<file path="config.mk">
export PLATFORM = sky130hd
export DESIGN_NAME = simd_mult_lane_sequencer
export DESIGN_NICKNAME = d
export VERILOG_FILES = /design/src/rtl/simd_seq_pkg.sv /design/src/rtl/simd_seq_result_fifo.sv /design/src/rtl/simd_mult_lane_sequencer.sv
export SDC_FILE = /design/constraint.sdc
export NUM_CORES = 1
export LEC_CHECK = 0
export ABC_AREA = 1
export ABC_CLOCK_PERIOD_IN_PS = 2130
export CORE_UTILIZATION = 48
export CTS_CLUSTER_DIAMETER = 80
export DETAILED_ROUTE_END_ITERATION = 8
export PLACE_DENSITY = 0.85
export SYNTH_ARGS = -nofsm -noshare
export SYNTH_HDL_FRONTEND = slang
export SYNTH_SLANG_ARGS = --single-unit
</file>
<file path="constraint.sdc">
create_clock -name clock_i -period 2.13 [get_ports clock_i]
set_clock_uncertainty 0.2 [all_clocks]
set_input_delay 0.213 -clock clock_i [delete_from_list [all_inputs] [get_ports clock_i]]
set_output_delay 0.213 -clock clock_i [all_outputs]
set_load 0.1 [all_outputs]
</file>
<file path="src/rtl/simd_seq_pkg.sv">
// rtl/simd_seq_pkg.sv - shared lane widths, sequencer states and pipe tag for the dual-lane multiplier wrapper
package simd_seq_pkg;

  localparam int A_W = 10;
  localparam int B_W = 9;
  localparam int Z_W = 19;

  typedef enum logic {EMPTY, HALF} seq_state_t;

  typedef struct packed {
    logic lane1_valid;
    logic last0;
    logic last1;
  } pipe_tag_t;

endpackage

</file>
<file path="src/rtl/simd_seq_result_fifo.sv">
// rtl/simd_seq_result_fifo.sv - result FIFO taking up to two writes and one pop per cycle, head shown combinationally
module simd_seq_result_fifo
  import simd_seq_pkg::*;
#(
  parameter int DEPTH = 4
) (
  input  logic                       clock_i,
  input  logic                       reset_i,
  input  logic                       wr0_en,
  input  logic [Z_W:0]               wr0_data,
  input  logic                       wr1_en,
  input  logic [Z_W:0]               wr1_data,
  input  logic                       pop,
  output logic                       head_valid,
  output logic [Z_W:0]               head_data,
  output logic [$clog2(DEPTH+1)-1:0] count
);

  localparam int PW = $clog2(DEPTH);
  localparam int CW = $clog2(DEPTH + 1);

  logic [Z_W:0]  mem [DEPTH];
  logic [PW-1:0] wr_ptr;
  logic [PW-1:0] rd_ptr;
  logic          do_pop;
  logic          do_wr1;

  // Explicit wrap so depths that are not a power of two stay correct
  function automatic logic [PW-1:0] inc(input logic [PW-1:0] p);
    return (p == PW'(DEPTH - 1)) ? '0 : p + 1'b1;
  endfunction

  assign head_valid = (count != '0);
  assign head_data  = head_valid ? mem[rd_ptr] : '0;
  assign do_pop     = pop && head_valid;
  assign do_wr1     = wr0_en && wr1_en;

  always_ff @(posedge clock_i) begin
    if (wr0_en) mem[wr_ptr] <= wr0_data;
    if (do_wr1) mem[inc(wr_ptr)] <= wr1_data;
  end

  always_ff @(posedge clock_i) begin
    if (reset_i) begin
      wr_ptr <= '0;
      rd_ptr <= '0;
      count  <= '0;
    end else begin
      if (do_wr1)      wr_ptr <= inc(inc(wr_ptr));
      else if (wr0_en) wr_ptr <= inc(wr_ptr);
      if (do_pop) rd_ptr <= inc(rd_ptr);
      count <= count + CW'(wr0_en) + CW'(do_wr1) - CW'(do_pop);
    end
  end

endmodule

</file>
<file path="src/rtl/simd_mult_lane_sequencer.sv">
// rtl/simd_mult_lane_sequencer.sv - pairs serial operands onto two DSP lanes and re-serializes products in order
// Define SIMD_SEQ_PERF_CNT_EN to add saturating issue/half-issue/stall counters.
module simd_mult_lane_sequencer
  import simd_seq_pkg::*;
#(
  parameter int DSP_LATENCY = 1,
  parameter int FIFO_DEPTH  = 4
) (
  input  logic           clock_i,
  input  logic           reset_i,
  input  logic           in_valid_i,
  output logic           in_ready_o,
  input  logic [A_W-1:0] in_a_i,
  input  logic [B_W-1:0] in_b_i,
  input  logic           in_last_i,
  output logic [A_W-1:0] dsp_a0_o,
  output logic [B_W-1:0] dsp_b0_o,
  output logic [A_W-1:0] dsp_a1_o,
  output logic [B_W-1:0] dsp_b1_o,
  input  logic [Z_W-1:0] dsp_z0_i,
  input  logic [Z_W-1:0] dsp_z1_i,
  output logic           out_valid_o,
  input  logic           out_ready_i,
  output logic [Z_W-1:0] out_z_o,
  output logic           out_last_o
`ifdef SIMD_SEQ_PERF_CNT_EN
  ,
  output logic [31:0]    perf_issue_o,
  output logic [31:0]    perf_half_o,
  output logic [31:0]    perf_stall_o
`endif
);

  localparam int CW = $clog2(FIFO_DEPTH + 1);

  seq_state_t     state;
  logic [A_W-1:0] hold_a;
  logic [B_W-1:0] hold_b;
  logic [CW-1:0]  credits;
  logic [CW-1:0]  fifo_count;
  logic           pipe_vld [DSP_LATENCY+1];
  pipe_tag_t      pipe_tag [DSP_LATENCY+1];
  logic           accept;
  logic           pop;
  logic [1:0]     issue_n;
  logic [Z_W:0]   head;

  // Credits cover FIFO slots plus products still inside the DSP, so a pair issue can never overflow
  assign in_ready_o = (credits >= CW'(2)) && !reset_i;
  assign accept     = in_valid_i && in_ready_o;
  assign pop        = out_valid_o && out_ready_i;

  always_comb begin
    issue_n = 2'd0;
    if (accept) begin
      if (state == HALF)  issue_n = 2'd2;
      else if (in_last_i) issue_n = 2'd1;
    end
  end

  always_ff @(posedge clock_i) begin
    if (reset_i) begin
      state    <= EMPTY;
      hold_a   <= '0;
      hold_b   <= '0;
      dsp_a0_o <= '0;
      dsp_b0_o <= '0;
      dsp_a1_o <= '0;
      dsp_b1_o <= '0;
      credits  <= CW'(FIFO_DEPTH);
      for (int i = 0; i <= DSP_LATENCY; i++) begin
        pipe_vld[i] <= 1'b0;
        pipe_tag[i] <= '0;
      end
    end else begin
      credits     <= credits - CW'(issue_n) + CW'(pop);
      pipe_vld[0] <= 1'b0;
      pipe_tag[0] <= '0;
      for (int i = 1; i <= DSP_LATENCY; i++) begin
        pipe_vld[i] <= pipe_vld[i-1];
        pipe_tag[i] <= pipe_tag[i-1];
      end
      if (accept) begin
        case (state)
          EMPTY: begin
            if (in_last_i) begin
              dsp_a0_o    <= in_a_i;
              dsp_b0_o    <= in_b_i;
              dsp_a1_o    <= '0;
              dsp_b1_o    <= '0;
              pipe_vld[0] <= 1'b1;
              pipe_tag[0] <= '{lane1_valid: 1'b0, last0: 1'b1, last1: 1'b0};
            end else begin
              hold_a <= in_a_i;
              hold_b <= in_b_i;
              state  <= HALF;
            end
          end
          HALF: begin
            dsp_a0_o    <= hold_a;
            dsp_b0_o    <= hold_b;
            dsp_a1_o    <= in_a_i;
            dsp_b1_o    <= in_b_i;
            pipe_vld[0] <= 1'b1;
            pipe_tag[0] <= '{lane1_valid: 1'b1, last0: 1'b0, last1: in_last_i};
            state       <= EMPTY;
          end
          default: state <= EMPTY;
        endcase
      end
    end
  end

  simd_seq_result_fifo #(.DEPTH(FIFO_DEPTH)) u_fifo (
    .clock_i    (clock_i),
    .reset_i    (reset_i),
    .wr0_en     (pipe_vld[DSP_LATENCY]),
    .wr0_data   ({pipe_tag[DSP_LATENCY].last0, dsp_z0_i}),
    .wr1_en     (pipe_vld[DSP_LATENCY] && pipe_tag[DSP_LATENCY].lane1_valid),
    .wr1_data   ({pipe_tag[DSP_LATENCY].last1, dsp_z1_i}),
    .pop        (out_ready_i),
    .head_valid (out_valid_o),
    .head_data  (head),
    .count      (fifo_count)
  );

  assign out_last_o = head[Z_W];
  assign out_z_o    = head[Z_W-1:0];

`ifdef SIMD_SEQ_PERF_CNT_EN
  always_ff @(posedge clock_i) begin
    if (reset_i) begin
      perf_issue_o <= '0;
      perf_half_o  <= '0;
      perf_stall_o <= '0;
    end else begin
      if (issue_n != 2'd0 && perf_issue_o != '1) perf_issue_o <= perf_issue_o + 32'd1;
      if (issue_n == 2'd1 && perf_half_o != '1)  perf_half_o  <= perf_half_o + 32'd1;
      if (in_valid_i && !in_ready_o && perf_stall_o != '1) perf_stall_o <= perf_stall_o + 32'd1;
    end
  end
`endif

endmodule

</file>
# Yosys cells after proc, flatten, opt, wreduce, memory -nomap -nowiden
# Memories as Yosys holds them, arrays and structs flattened. A register that Yosys moved wholly into a read port is not among the register bits.
# Index checks and enable logic that the tools add are counted.
dict set report classes {
  addsub 8
  mul 0
  div_mod_pow 0
  order_cmp 1
  eq_ne 4
  shifts 0
  n_mux 45
  bitwise 10
  n_reduce_logical 10
}
# op count
set op_table {}
lappend op_table {{$pmux 10 s2} 2}
lappend op_table {{$pmux 9 s2} 2}
lappend op_table {{$mux 1} 22}
lappend op_table {{$mux 10} 2}
lappend op_table {{$mux 20} 1}
lappend op_table {{$mux 2} 9}
lappend op_table {{$mux 9} 2}
lappend op_table {{$mux 3} 4}
lappend op_table {{$add 3x1->3} 3}
lappend op_table {{$or 1x1->1} 8}
lappend op_table {{$add 2x1->2 const B} 3}
lappend op_table {{$eq 2x2->1 const B} 3}
lappend op_table {{$logic_and 1x1->1} 5}
lappend op_table {{$ge 3x2->1 const B} 1}
lappend op_table {{$reduce_and 3->1} 1}
lappend op_table {{$reduce_bool 3->1} 1}
lappend op_table {{$sub 3x1->3} 1}
lappend op_table {{$sub 3x2->3} 1}
lappend op_table {{$ne 2x2->1 const B} 1}
lappend op_table {{$not 1->1} 2}
lappend op_table {{$pmux 1 s2} 1}
lappend op_table {{$reduce_and 2->1} 1}
lappend op_table {{$reduce_bool 2->1} 1}
lappend op_table {{$logic_not 1->1} 1}
dict set report totals {
  ff_bits 68
  latch_bits 0
  mem_bits_rw 88
  rom_bits 0
  n_memories 3
}
# name depth word_bits rd rd_clocked_by_memory_dff wr line
set memory_table {}
lappend memory_table {u_fifo.mem 4 20 1 1 2 simd_seq_result_fifo.sv:22} ;# logic [Z_W:0] mem [DEPTH];
lappend memory_table {pipe_tag 2 3 2 0 2 simd_mult_lane_sequencer.sv:42} ;# pipe_tag_t pipe_tag [DSP_LATENCY+1];
lappend memory_table {pipe_vld 2 1 2 0 2 simd_mult_lane_sequencer.sv:41} ;# logic pipe_vld [DSP_LATENCY+1];

# Depth between registers and ports, before layout
dict set report depth {
  depth_word 8
  ltp_mapped 12
}

# Cells and area by module
# From an unflattened synthesis, not the netlist that was laid out.
dict set report unflattened {
  cells_unflattened 1007
  area_unflattened_um2 8181.6
}
# mod instances cells_per_inst area_per_inst_um2 seq_area_each_um2
set by_module_without_submodules {}
lappend by_module_without_submodules {simd_seq_result_fifo 1 597 5253.8 2582.5}
lappend by_module_without_submodules {simd_mult_lane_sequencer 1 410 2927.8 1381.3}

# Least setup slack after synthesis
# OpenSTA, ideal clock, no wires.
dict set report synth_path {
  path_type {register to output}
  start {register u_fifo.count[0]}
  end {output port out_last_o}
  t_arrival_ns 2.883
  required_ns 1.717
  path_slack_ns -1.166
  path_stages_with_launch 6
  n_path_buf 1
  cell_sequence {dfxtp_1 inv_1 nand2_1 inv_1 clkbuf_1 a21oi_1}
}
dict set report synth_via {
  elab_chain_cells 2
}
# item line
set synth_lines {}
lappend synth_lines {{start, declared} simd_seq_result_fifo.sv:16} ;# output logic [$clog2(DEPTH+1)-1:0] count
lappend synth_lines {{start signal, assigned} simd_seq_result_fifo.sv:52} ;# count <= count + CW'(wr0_en) + CW'(do_wr1) - CW'(do_pop);
lappend synth_lines {{$reduce_bool 3->1} simd_seq_result_fifo.sv:33} ;# assign head_valid = (count != '0);
lappend synth_lines {{named net out_valid_o} simd_mult_lane_sequencer.sv:22} ;# output logic out_valid_o,
lappend synth_lines {{$mux 20} simd_seq_result_fifo.sv:34} ;# assign head_data = head_valid ? mem[rd_ptr] : '0;
lappend synth_lines {{end, declared} simd_mult_lane_sequencer.sv:25} ;# output logic out_last_o
# The timed path passes the listed nets, and every way through them passes these cells.

# Worst setup path after layout
dict set report layout_path {
  start {register u_fifo.count[2]}
  end {register u_fifo.count[2]}
}
dict set report layout_via {
  elab_chain_cells 3
}
# item line
set layout_lines {}
lappend layout_lines {{$reduce_bool 3->1} simd_seq_result_fifo.sv:33}
lappend layout_lines {{$logic_and 1x1->1} n/a}
lappend layout_lines {{named net pop} simd_mult_lane_sequencer.sv:44} ;# logic pop;
lappend layout_lines {{$sub 3x1->3} simd_seq_result_fifo.sv:52}
# The timed path passes the listed nets, and every way through them passes these cells.
# A chain may end at the register's enable or synchronous reset.

==> flow_summary_export.csv <==
group,metric,value,unit
run_status,status,"finished, violations left",
run_status,violations,"design-rule violations, negative setup slack",
clock_tree,clk_path_buf_depth,2,
clock_tree,clk_pin_slew,0.06,ns
grt,grt_pass1_vias,6364,
worst_setup_path,slowest_stage,"fa_2",
layout,area_delta_synth_final,43.0,%
worst_setup_path,crit_chain,"nor2_4 -> nand2_8 -> nand2_4 -> inv_4 -> ha_4 -> inv_2 -> fa_2 -> fa_2 -> xnor2_2 -> xor2_1 -> nor2_1",
worst_setup_path,r2r_start,"u_fifo.count[2]",
worst_setup_path,path_buf_inv,2,
worst_setup_path,r2r_end,"u_fifo.count[2]",
power,p_per_area,1340,mW/mm²
sta,relSlewSlack,0.577,
yosys,synth_edf_count,80,
clock_tree,cts-htree-levels,4,
grt,antenna_found_initial,0,
layout,num_antenna_cells,0,
die,die_x,125,µm
worst_setup_path,cp_common_cell,"fa_2",
layout,drive_gt1_frac,0.244,
yosys,synth_top_flop_cell,"edfxtp_1",
die,start_util,0.498,
power,seq_power_share,0.255,
worst_setup_path,worstSetupStartpointType,"flop",
yosys,synth_top_family_by_area,"simple AND/OR/NAND/NOR gates",
layout,fin_util,0.711,
worst_setup_path,cp_max_fo,2,
sta,fmax,443,MHz
power,power.switching,6.09,mW
sta,tightest_slew,0.635,ns
die,io_pins,122,
job,drv_cap,0,
yosys,synth_common_cells,"176 x nor2_1, 175 x nand2_1, 160 x o21ai_0",
sta,fin_crit,2.26,ns
sta,whs,0.193,ns
yosys,synth_cells,909,
worst_setup_path,critPathLaunch,"u_fifo.count[2]",
worst_setup_path,end_kind,"flop",
yosys,synth-seq-cells,158,
grt,grt_max_degree,63,
yosys,synthAdderAreaFrac,0.0236,
yosys,avgSynthCellArea,8.05,µm²
yosys,synth_xor_area_frac,0.00359,
power,peakVddDrop,0.924,mV
route,ant_nets,0,
route,wl_per_cell,16.8,µm
place,post-dp-hpwl,11.3,mm
die,fp-row-count,44,
sta,hold_viol,0,
sta,finalSetupTns,-0.540,ns
clock_tree,clk_latency,0.42,ns
die,dieHeight,125,µm
clock_tree,cts_buffers,17,
sta,finalCritPeriodShare,1.06,
yosys,async_flop_share,0,
worst_setup_path,arrival,2.37,ns
grt,grt_usage,0.245,
yosys,yosysMostFrequentCell,"nor2_1",
route,drc_errors,9,
die,die_area,0.0157,mm²
worst_setup_path,cp.required,2.25,ns
sta,setup_viol,11,
worst_setup_path,rr_worst_depth,11,
clock_tree,postCtsHoldBufs,0,
route,drtIter0Drc,760,
yosys,synth_compound_area_frac,0.126,
power,internal-power,7.91,mW
yosys,syn_nets,983,
worst_setup_path,cpPeakStageDelay,0.36,ns
sta,finalMaxSlewViolations,0,
grt,grt_pass1_wl,30.2,mm
yosys,synth_cell_type_count,27,
worst_hold_path,holdPathStages,3,
clock_tree,cts_root_buf,"clkbuf_16",
worst_setup_path,reg2reg_slack,-0.13,ns
sta,rsz0062_at_grt,"yes",
place,pre_cts_ws,-0.362,ns
yosys,yosys-top-cells-area,"edfxtp_1 33%, dfxtp_1 21%, o21ai_0 11%, nor2_1 9.0%, nand2_1 9.0%",
yosys,synth_top_area_frac,0.328,
layout,layout.nets,1121,
sta,worst_slack,-0.127,ns
route,dr.pass1.iters,8,
worst_setup_path,cp_top_family,"adder cells",
yosys,yosysWarnings,0,
place,io_buffers,121,
place,gp_congestion,0.779,
worst_hold_path,whs_endpoint,"dsp_a1_o[0]",
yosys,synthSimpleGateAreaFrac,0.223,
clock_tree,clock_sinks,158,
worst_hold_path,worstHoldStart,"in_a_i[0]",
clock_tree,cts_tree,"done",
power,p_comb_frac,0.530,
die,core,0.0147,mm²
grt,overflow,0,
route,via_per_inst,5.49,
yosys,netlist.top_cell.by_area,"edfxtp_1",
yosys,mappedNetlistArea,0.00731,mm²
power,swShare,0.435,
yosys,synthMuxAreaShare,0,
worst_setup_path,critPathKind,"reg -> reg",
route,vias,6832,
power,power_frac_clock,0.216,
route,drt-total-wl,20.9,mm
worst_hold_path,hold_path.class,"in -> reg",
power,p_leak,4.40,nW
yosys,synth_seq_area_share,0.542,
[worst max path at each step]
| stage | end | depth (start not counted) |
|---|---|---|
| after detailed placement | u_fifo.count[2] | 10 |
| after floorplan | u_fifo.count[2] | 11 |
| final | u_fifo.count[2] | 11 |
| after global routing | u_fifo.count[2] | 11 |
| after global placement | u_fifo.count[2] | 10 |
| after CTS | u_fifo.count[2] | 11 |
[sequential cells by signal (all words and copies together), names as in the netlist, named ones only]
| name | flops |
|---|---|
| pipe_vld | 2 |
| dsp_a0_o | 10 |
| hold_a | 10 |
| u_fifo.rd_ptr | 2 |
| u_fifo.wr_ptr | 2 |
| u_fifo.mem | 80 |
| hold_b | 9 |
| credits | 3 |
| dsp_a1_o | 10 |
| u_fifo.count | 3 |
| dsp_b1_o | 9 |
| pipe_tag | 6 |
| dsp_b0_o | 9 |
| state | 1 |
[routing by layer]
| metal | share of wire | track usage |
|---|---|---|
| met5 | 0 | 0 |
| met3 | 0.092 | 0.0616 |
| met2 | 0.51 | 0.428 |
| met4 | 0.028 | 0.111 |
| met1 | 0.37 | 0.283 |
[tightest hold or removal path, delay by kind of cell]
kind / cells / cell delay (ns)
buffers and inverters: 2 / 0.47
AOI/OAI and AO/OA: 1 / 0.08
[cells by family (layout without fill, tap and decap cells)]
kind of cell    count (synthesis)  in the layout
compound gates                184            184
xor+xnor                        3              3
fa+ha+maj                      12             12
buf+inv                       148            299
flops                         158            158
simple gates                  404            404
[power groups by stage]
stage / sequential, mW / clock [mW] / combinational, mW
global route: 3.59 / 3.18 / 7.69
CTS: 3.55 / 3.02 / 6.77
floorplan: 4.01 / 0 / 3.91
detailed placement: 3.59 / 0 / 6.33
finish: 3.56 / 3.02 / 7.42
global placement: 3.58 / 0 / 6.26
[placed cells by master, fill, tap and decap left out, types with 2 or more instances in the layout]
master,instances
buf_16,2
nand3_2,3
nand2_1,172
clkinv_2,3
clkbuf_16,21
clkinvlp_4,2
inv_1,81
nor3_1,2
clkbuf_1,2
dfxtp_4,2
buf_12,29
o21ai_2,21
buf_6,4
inv_6,2
ha_1,8
clkbuf_8,3
nand3_1,20
dfxtp_2,4
a21oi_1,2
inv_2,6
fa_2,3
a21oi_4,20
nand4_1,20
nor2_4,20
o21ai_4,2
nor2_1,140
nand2_2,6
buf_4,73
o21ai_1,13
edfxtp_1,80
dfxtp_1,72
o21ai_0,125
nor2_2,18
inv_4,3
bufinv_16,2
clkdlybuf4s50_1,61
buf_8,2
[stage by stage]
step / power [mW] / area (µm²) / instances
6_report: 14.0 / 10500 / 1244
5_1_grt: 14.5 / 10500 / 1244
4_1_cts: 13.3 / 10000 / 1235
3_5_place_dp: 9.92 / 9250 / 1194
3_3_place_gp: 9.85 / 9250 / 1194
2_1_floorplan: 7.93 / 7610 / 909
[repair_timing]
action,in CTS,in global routing
gates cloned,3,5
gates resized for setup,33,108
setup endpoints to repair,22,24
buffers inserted,6,4
pin swaps,12,47
[final cells by class]
cell class / instances / area (µm²)
tap: 184 / 230
sequential: 158 / 3980
clock buffer: 23 / 479
timing repair buffer: 175 / 1970
multi-input combinational: 603 / 3330
timing repair inverter: 1 / 7.51
fill: 970 / 4240
clock inverter: 9 / 108
inverter: 91 / 358
Power figures use the tool's default switching activity.
